## config.mk

```make
export PLATFORM = sky130hd
export DESIGN_NAME = buzzer_pattern_gen
export DESIGN_NICKNAME = d
export VERILOG_FILES = /design/src/rtl/buzzer_pattern_gen.sv
export SDC_FILE = /design/constraint.sdc
export NUM_CORES = 1
export LEC_CHECK = 0
export ABC_AREA = 1
export CORE_UTILIZATION = 35
export DETAILED_ROUTE_END_ITERATION = 8
export GPL_ROUTABILITY_DRIVEN = 0
export PLACE_DENSITY = 0.57
export SYNTH_ARGS = -nofsm -noshare
export SYNTH_HDL_FRONTEND = slang
export SYNTH_SLANG_ARGS = --single-unit
```

## constraint.sdc

```tcl
create_clock -name clk -period 10 [get_ports clk]
set_clock_uncertainty 0.05 [all_clocks]
set_input_delay 1.5 -clock clk [delete_from_list [all_inputs] [get_ports clk]]
set_output_delay 1.5 -clock clk [all_outputs]
set_load 0.02 [all_outputs]
```

## src/rtl/buzzer_pattern_gen.sv

```systemverilog
// Beep-pattern buzzer driver: square-wave tone gated into N beeps or a continuous tone.
// Define BUZZER_SWEEP_EN to add a per-beep saturating half-period sweep (sweep_step input).
module buzzer_pattern_gen #(
  parameter int DIV_WIDTH = 20,
  parameter int DUR_WIDTH = 24,
  parameter int CNT_WIDTH = 4
) (
  input  logic                 clk,
  input  logic                 reset,
  input  logic                 start,
  input  logic                 stop,
  input  logic [DIV_WIDTH-1:0] half_period,
  input  logic [DUR_WIDTH-1:0] on_cycles,
  input  logic [DUR_WIDTH-1:0] off_cycles,
  input  logic [CNT_WIDTH-1:0] beep_count,
`ifdef BUZZER_SWEEP_EN
  input  logic [7:0]           sweep_step,
`endif
  output logic                 busy,
  output logic                 done,
  output logic                 outClk
);

  localparam logic [1:0] S_IDLE = 2'd0;
  localparam logic [1:0] S_TONE = 2'd1;
  localparam logic [1:0] S_GAP  = 2'd2;

  logic [1:0]           state;
  logic [DIV_WIDTH-1:0] hp_q;
  logic [DUR_WIDTH-1:0] on_q;
  logic [DUR_WIDTH-1:0] off_q;
  logic [CNT_WIDTH-1:0] cnt_q;
  logic [DIV_WIDTH-1:0] tone_cnt;
  logic [DUR_WIDTH-1:0] dur_cnt;
  logic [CNT_WIDTH-1:0] beeps_done;
  logic [CNT_WIDTH-1:0] beeps_nxt;
  logic                 tone_end;
  logic                 gap_end;
  logic                 last_beep;

`ifdef BUZZER_SWEEP_EN
  logic [7:0]           step_q;

  function automatic logic [DIV_WIDTH-1:0] sat_add(input logic [DIV_WIDTH-1:0] a,
                                                    input logic [7:0] b);
    logic [DIV_WIDTH:0] s;
    s = {1'b0, a} + (DIV_WIDTH+1)'(b);
    return s[DIV_WIDTH] ? {DIV_WIDTH{1'b1}} : s[DIV_WIDTH-1:0];
  endfunction
`endif

  assign busy      = (state != S_IDLE);
  assign beeps_nxt = beeps_done + CNT_WIDTH'(1);
  assign tone_end  = (dur_cnt == on_q - DUR_WIDTH'(1));
  assign gap_end   = (dur_cnt == off_q - DUR_WIDTH'(1));
  // beep_count of 0 is continuous: beeps_done may wrap without ever finishing
  assign last_beep = (cnt_q != '0) && (beeps_nxt == cnt_q);

  always_ff @(posedge clk or posedge reset) begin
    if (reset) begin
      state      <= S_IDLE;
      done       <= 1'b0;
      outClk     <= 1'b0;
      hp_q       <= '0;
      on_q       <= '0;
      off_q      <= '0;
      cnt_q      <= '0;
      tone_cnt   <= '0;
      dur_cnt    <= '0;
      beeps_done <= '0;
`ifdef BUZZER_SWEEP_EN
      step_q     <= '0;
`endif
    end else begin
      done <= 1'b0;
      if (stop) begin
        state      <= S_IDLE;
        outClk     <= 1'b0;
        tone_cnt   <= '0;
        dur_cnt    <= '0;
        beeps_done <= '0;
      end else begin
        case (state)
          S_IDLE: begin
            if (start && (on_cycles != '0)) begin
              state      <= S_TONE;
              hp_q       <= (half_period == '0) ? DIV_WIDTH'(1) : half_period;
              on_q       <= on_cycles;
              off_q      <= off_cycles;
              cnt_q      <= beep_count;
`ifdef BUZZER_SWEEP_EN
              step_q     <= sweep_step;
`endif
              outClk     <= 1'b0;
              tone_cnt   <= '0;
              dur_cnt    <= '0;
              beeps_done <= '0;
            end
          end
          S_TONE: begin
            if (tone_end) begin
              // every beep (and gap) starts from a low, freshly phased tone
              beeps_done <= beeps_nxt;
              tone_cnt   <= '0;
              dur_cnt    <= '0;
              outClk     <= 1'b0;
`ifdef BUZZER_SWEEP_EN
              hp_q       <= sat_add(hp_q, step_q);
`endif
              if (last_beep) begin
                state <= S_IDLE;
                done  <= 1'b1;
              end else if (off_q == '0) begin
                state <= S_TONE;
              end else begin
                state <= S_GAP;
              end
            end else begin
              dur_cnt <= dur_cnt + DUR_WIDTH'(1);
              if (tone_cnt == hp_q - DIV_WIDTH'(1)) begin
                tone_cnt <= '0;
                outClk   <= ~outClk;
              end else begin
                tone_cnt <= tone_cnt + DIV_WIDTH'(1);
              end
            end
          end
          S_GAP: begin
            outClk <= 1'b0;
            if (gap_end) begin
              state    <= S_TONE;
              dur_cnt  <= '0;
              tone_cnt <= '0;
            end else begin
              dur_cnt <= dur_cnt + DUR_WIDTH'(1);
            end
          end
          default: begin
            state  <= S_IDLE;
            outClk <= 1'b0;
          end
        endcase
      end
    end
  end

endmodule

```

==> flow_summary.json <==
{
  "status": "complete, but fails checks",
  "violations": "DRC",
  "start_util_pct": 36.0,
  "area_growth_pct": 16.9,
  "crit_family": "simple AND/OR/NAND/NOR gates",
  "drv_cap": 0,
  "critical_path_class": "in -> reg",
  "synth_largest_area_cell": "dfrtp_1",
  "clkSinkCount": 124,
  "synth_seq_area_share_pct": 32.8,
  "grt_pass1_vias": 8213,
  "hold_path_class": "reg -> reg",
  "yosysWarningCount": 0,
  "max_freq_mhz": 244,
  "cp-endpoint": "on_q[9]",
  "regToRegSetupSlack_ns": 7.02,
  "drt_iter0_markers": 523,
  "avgSynthCellArea_um2": 6.86,
  "required_ns": 10.26,
  "reg2reg_to": "dur_cnt[15]",
  "ff2ff_path_depth": 15,
  "rr_startpoint": "on_q[0]",
  "path_buf_inv": 3,
  "fp.dieArea_mm2": 0.0277,
  "dr.pass1.iters": 7,
  "slew_headroom_pct": 33.7,
  "synthFlopType": "dfrtp_1",
  "crit_path_cell_trace": "clkdlybuf4s50_1 > nor4_1 > nand4_1 > nand2_1 > inv_1 > nand2_4 > buf_4 > mux2_2",
  "placed_cells": 1744,
  "drv_slew": 0,
  "final_cells": 1774,
  "grt_pass1_wl_um": 41700,
  "die_w_um": 166,
  "cts.reportedPaths.clkPinSlew_ns": 0.06,
  "cts_resized": 0,
  "synth_area_leaders": "dfrtp_1, nand2_1, inv_1",
  "syn-num-nets": 1466,
  "arrival_ns": 4.35,
  "wire_per_inst_um": 13.8,
  "start_kind": "input pin",
  "rsz0062_at_grt": "no",
  "grt_overflow_total": 0,
  "synthArstFlopShare_pct": 100,
  "wirelength_um": 24400,
  "netlist_area_mm2": 0.00946,
  "crit_start": "on_cycles[8]",
  "vdd_drop_max_v": 0.000120,
  "drive_above_1_share_pct": 7.85,
  "drc_errors": 6,
  "fin_nets": 1515,
  "hold_buffers": 0,
  "mostFrequentLayoutCells": "nand2_1, inv_1, nor2_1",
  "final_util_pct": 42.1,
  "dp.final_hpwl_um": 18300,
  "hold_viol_final": 0,
  "critPathMaxFanout": 75,
  "critical_path_depth": 8,
  "ant_nets": 0,
  "detail_route.vias_per_cell": 4.83,
  "core_area_mm2": 0.0263,
  "finalSetupViolCount": 0,
  "postCtsSetupBuffers": 0,
  "layout_min_cycle_time_ns": 4.09,
  "io_buffer_count": 78,
  "fin_ws_ns": 5.91,
  "cellLeakagePower_nw": 5.48,
  "cpPeakStageDelay_ns": 0.65,
  "powerDensity_mw_per_mm2": 236,
  "cp_slowest_cell": "buf_4",
  "netlist.area_leader.share_pct": 32.8,
  "cts.path.max_buffers": 2,
  "tightest_slew_ns": 0.995,
  "tns_ns": 0,
  "final_common_cell": "nand2_1",
  "diodes": 0,
  "dp_slack_ns": 5.48,
  "finalCritPeriodShare_pct": 40.9,
  "grt_usage_pct": 18.5,
  "cts_buffers": 17,
  "die_height_um": 166,
  "yosysUniqueCellTypes": 43,
  "syn_inst": 1379,
  "synth-edff-count": 0,
  "critPathCaptureType": "flop",
  "ys_seq_elements": 124,
  "vias": 8562,
  "p_total_w": 0.00262,
  "io_pins": 79,
  "cts_tree": "built",
  "row_count": 59,
  "cts_root_buffer": "clkbuf_16",
  "cts_max_level": 4,
  "antenna_found_initial": 0,
  "clkLatencyLatePin_ns": 0.42,
  "grt_max_degree": 76
}
flip-flops by register name, summed over array words and instances, names as in the netlist, 2 cells and up:
register    cells
hp_q           20
off_q          24
tone_cnt       20
on_q           24
state           2
beeps_done      4
dur_cnt        24
cnt_q           4
stage by stage:
step	hold WS [ns]	cell area [µm²]
floorplan	0.422	9460
global placement	0.448	10400
detailed placement	0.458	10400
CTS	0.471	11100
global route	0.502	11100
finish	0.467	11100
worst min path at each step:
stage                  startpoint       endpoint  depth (start not counted)
floorplan                on_q[23]       on_q[23]                          2
global placement    beeps_done[3]  beeps_done[3]                          2
detailed placement        on_q[1]        on_q[1]                          2
CTS                       on_q[1]        on_q[1]                          2
global route              on_q[1]        on_q[1]                          2
finish                    on_q[1]        on_q[1]                          2
where the power goes:
part / internal (W) / switching (W) / leakage [nW]
registers: 0.000656 / 0.000212 / 1.57
logic: 0.000417 / 0.000655 / 3.60
clock network: 0.000447 / 0.000229 / 0.315
total: 0.00152 / 0.00110 / 5.48
worst min-delay path, stage by stage (launching register included):
cell and delay [ns]:
dfrtp_1 0.37, nand2_1 0.05, o21ai_0 0.06
Yosys cell counts (all sizes together), types with 4 or more instances:
| cell | instances |
|---|---|
| nand3 | 102 |
| o21bai | 4 |
| nand4 | 53 |
| ha | 11 |
| nand3b | 11 |
| nor4 | 9 |
| dfrtp | 124 |
| nand2 | 403 |
| a21oi | 25 |
| o21ai | 48 |
| xnor2 | 30 |
| buf | 28 |
| mux2 | 29 |
| clkbuf | 24 |
| nor2 | 195 |
| nor3 | 20 |
| xor2 | 72 |
| inv | 178 |
final cells by class:
cell class,instances,area [µm²]
Fill cell,2736,15200
Multi-Input combinational cell,1025,5430
Sequential cell,124,3100
Timing Repair Buffer,82,811
Inverter,178,671
Clock buffer,23,498
Tap cell,335,419
Clock inverter,7,135
cells by family after synthesis:
logic type / after synthesis / synth area share (%)
AO/OA/AOI/OAI: 81 / 4.61
XOR/XNOR: 103 / 9.76
multiplexers: 29 / 3.45
AND/OR/NAND/NOR: 801 / 38.0
adder cells (fa/ha/maj): 11 / 1.45
buffers and inverters: 230 / 9.98
flip-flops: 124 / 32.8
metal layers:
layer	GRT usage (%)	wire, µm
met1	27.1	13000
met2	27.9	10100
met3	2.57	816
met4	6.28	416
met5	0	0
No activity file was read; power rests on OpenSTA's default activity.
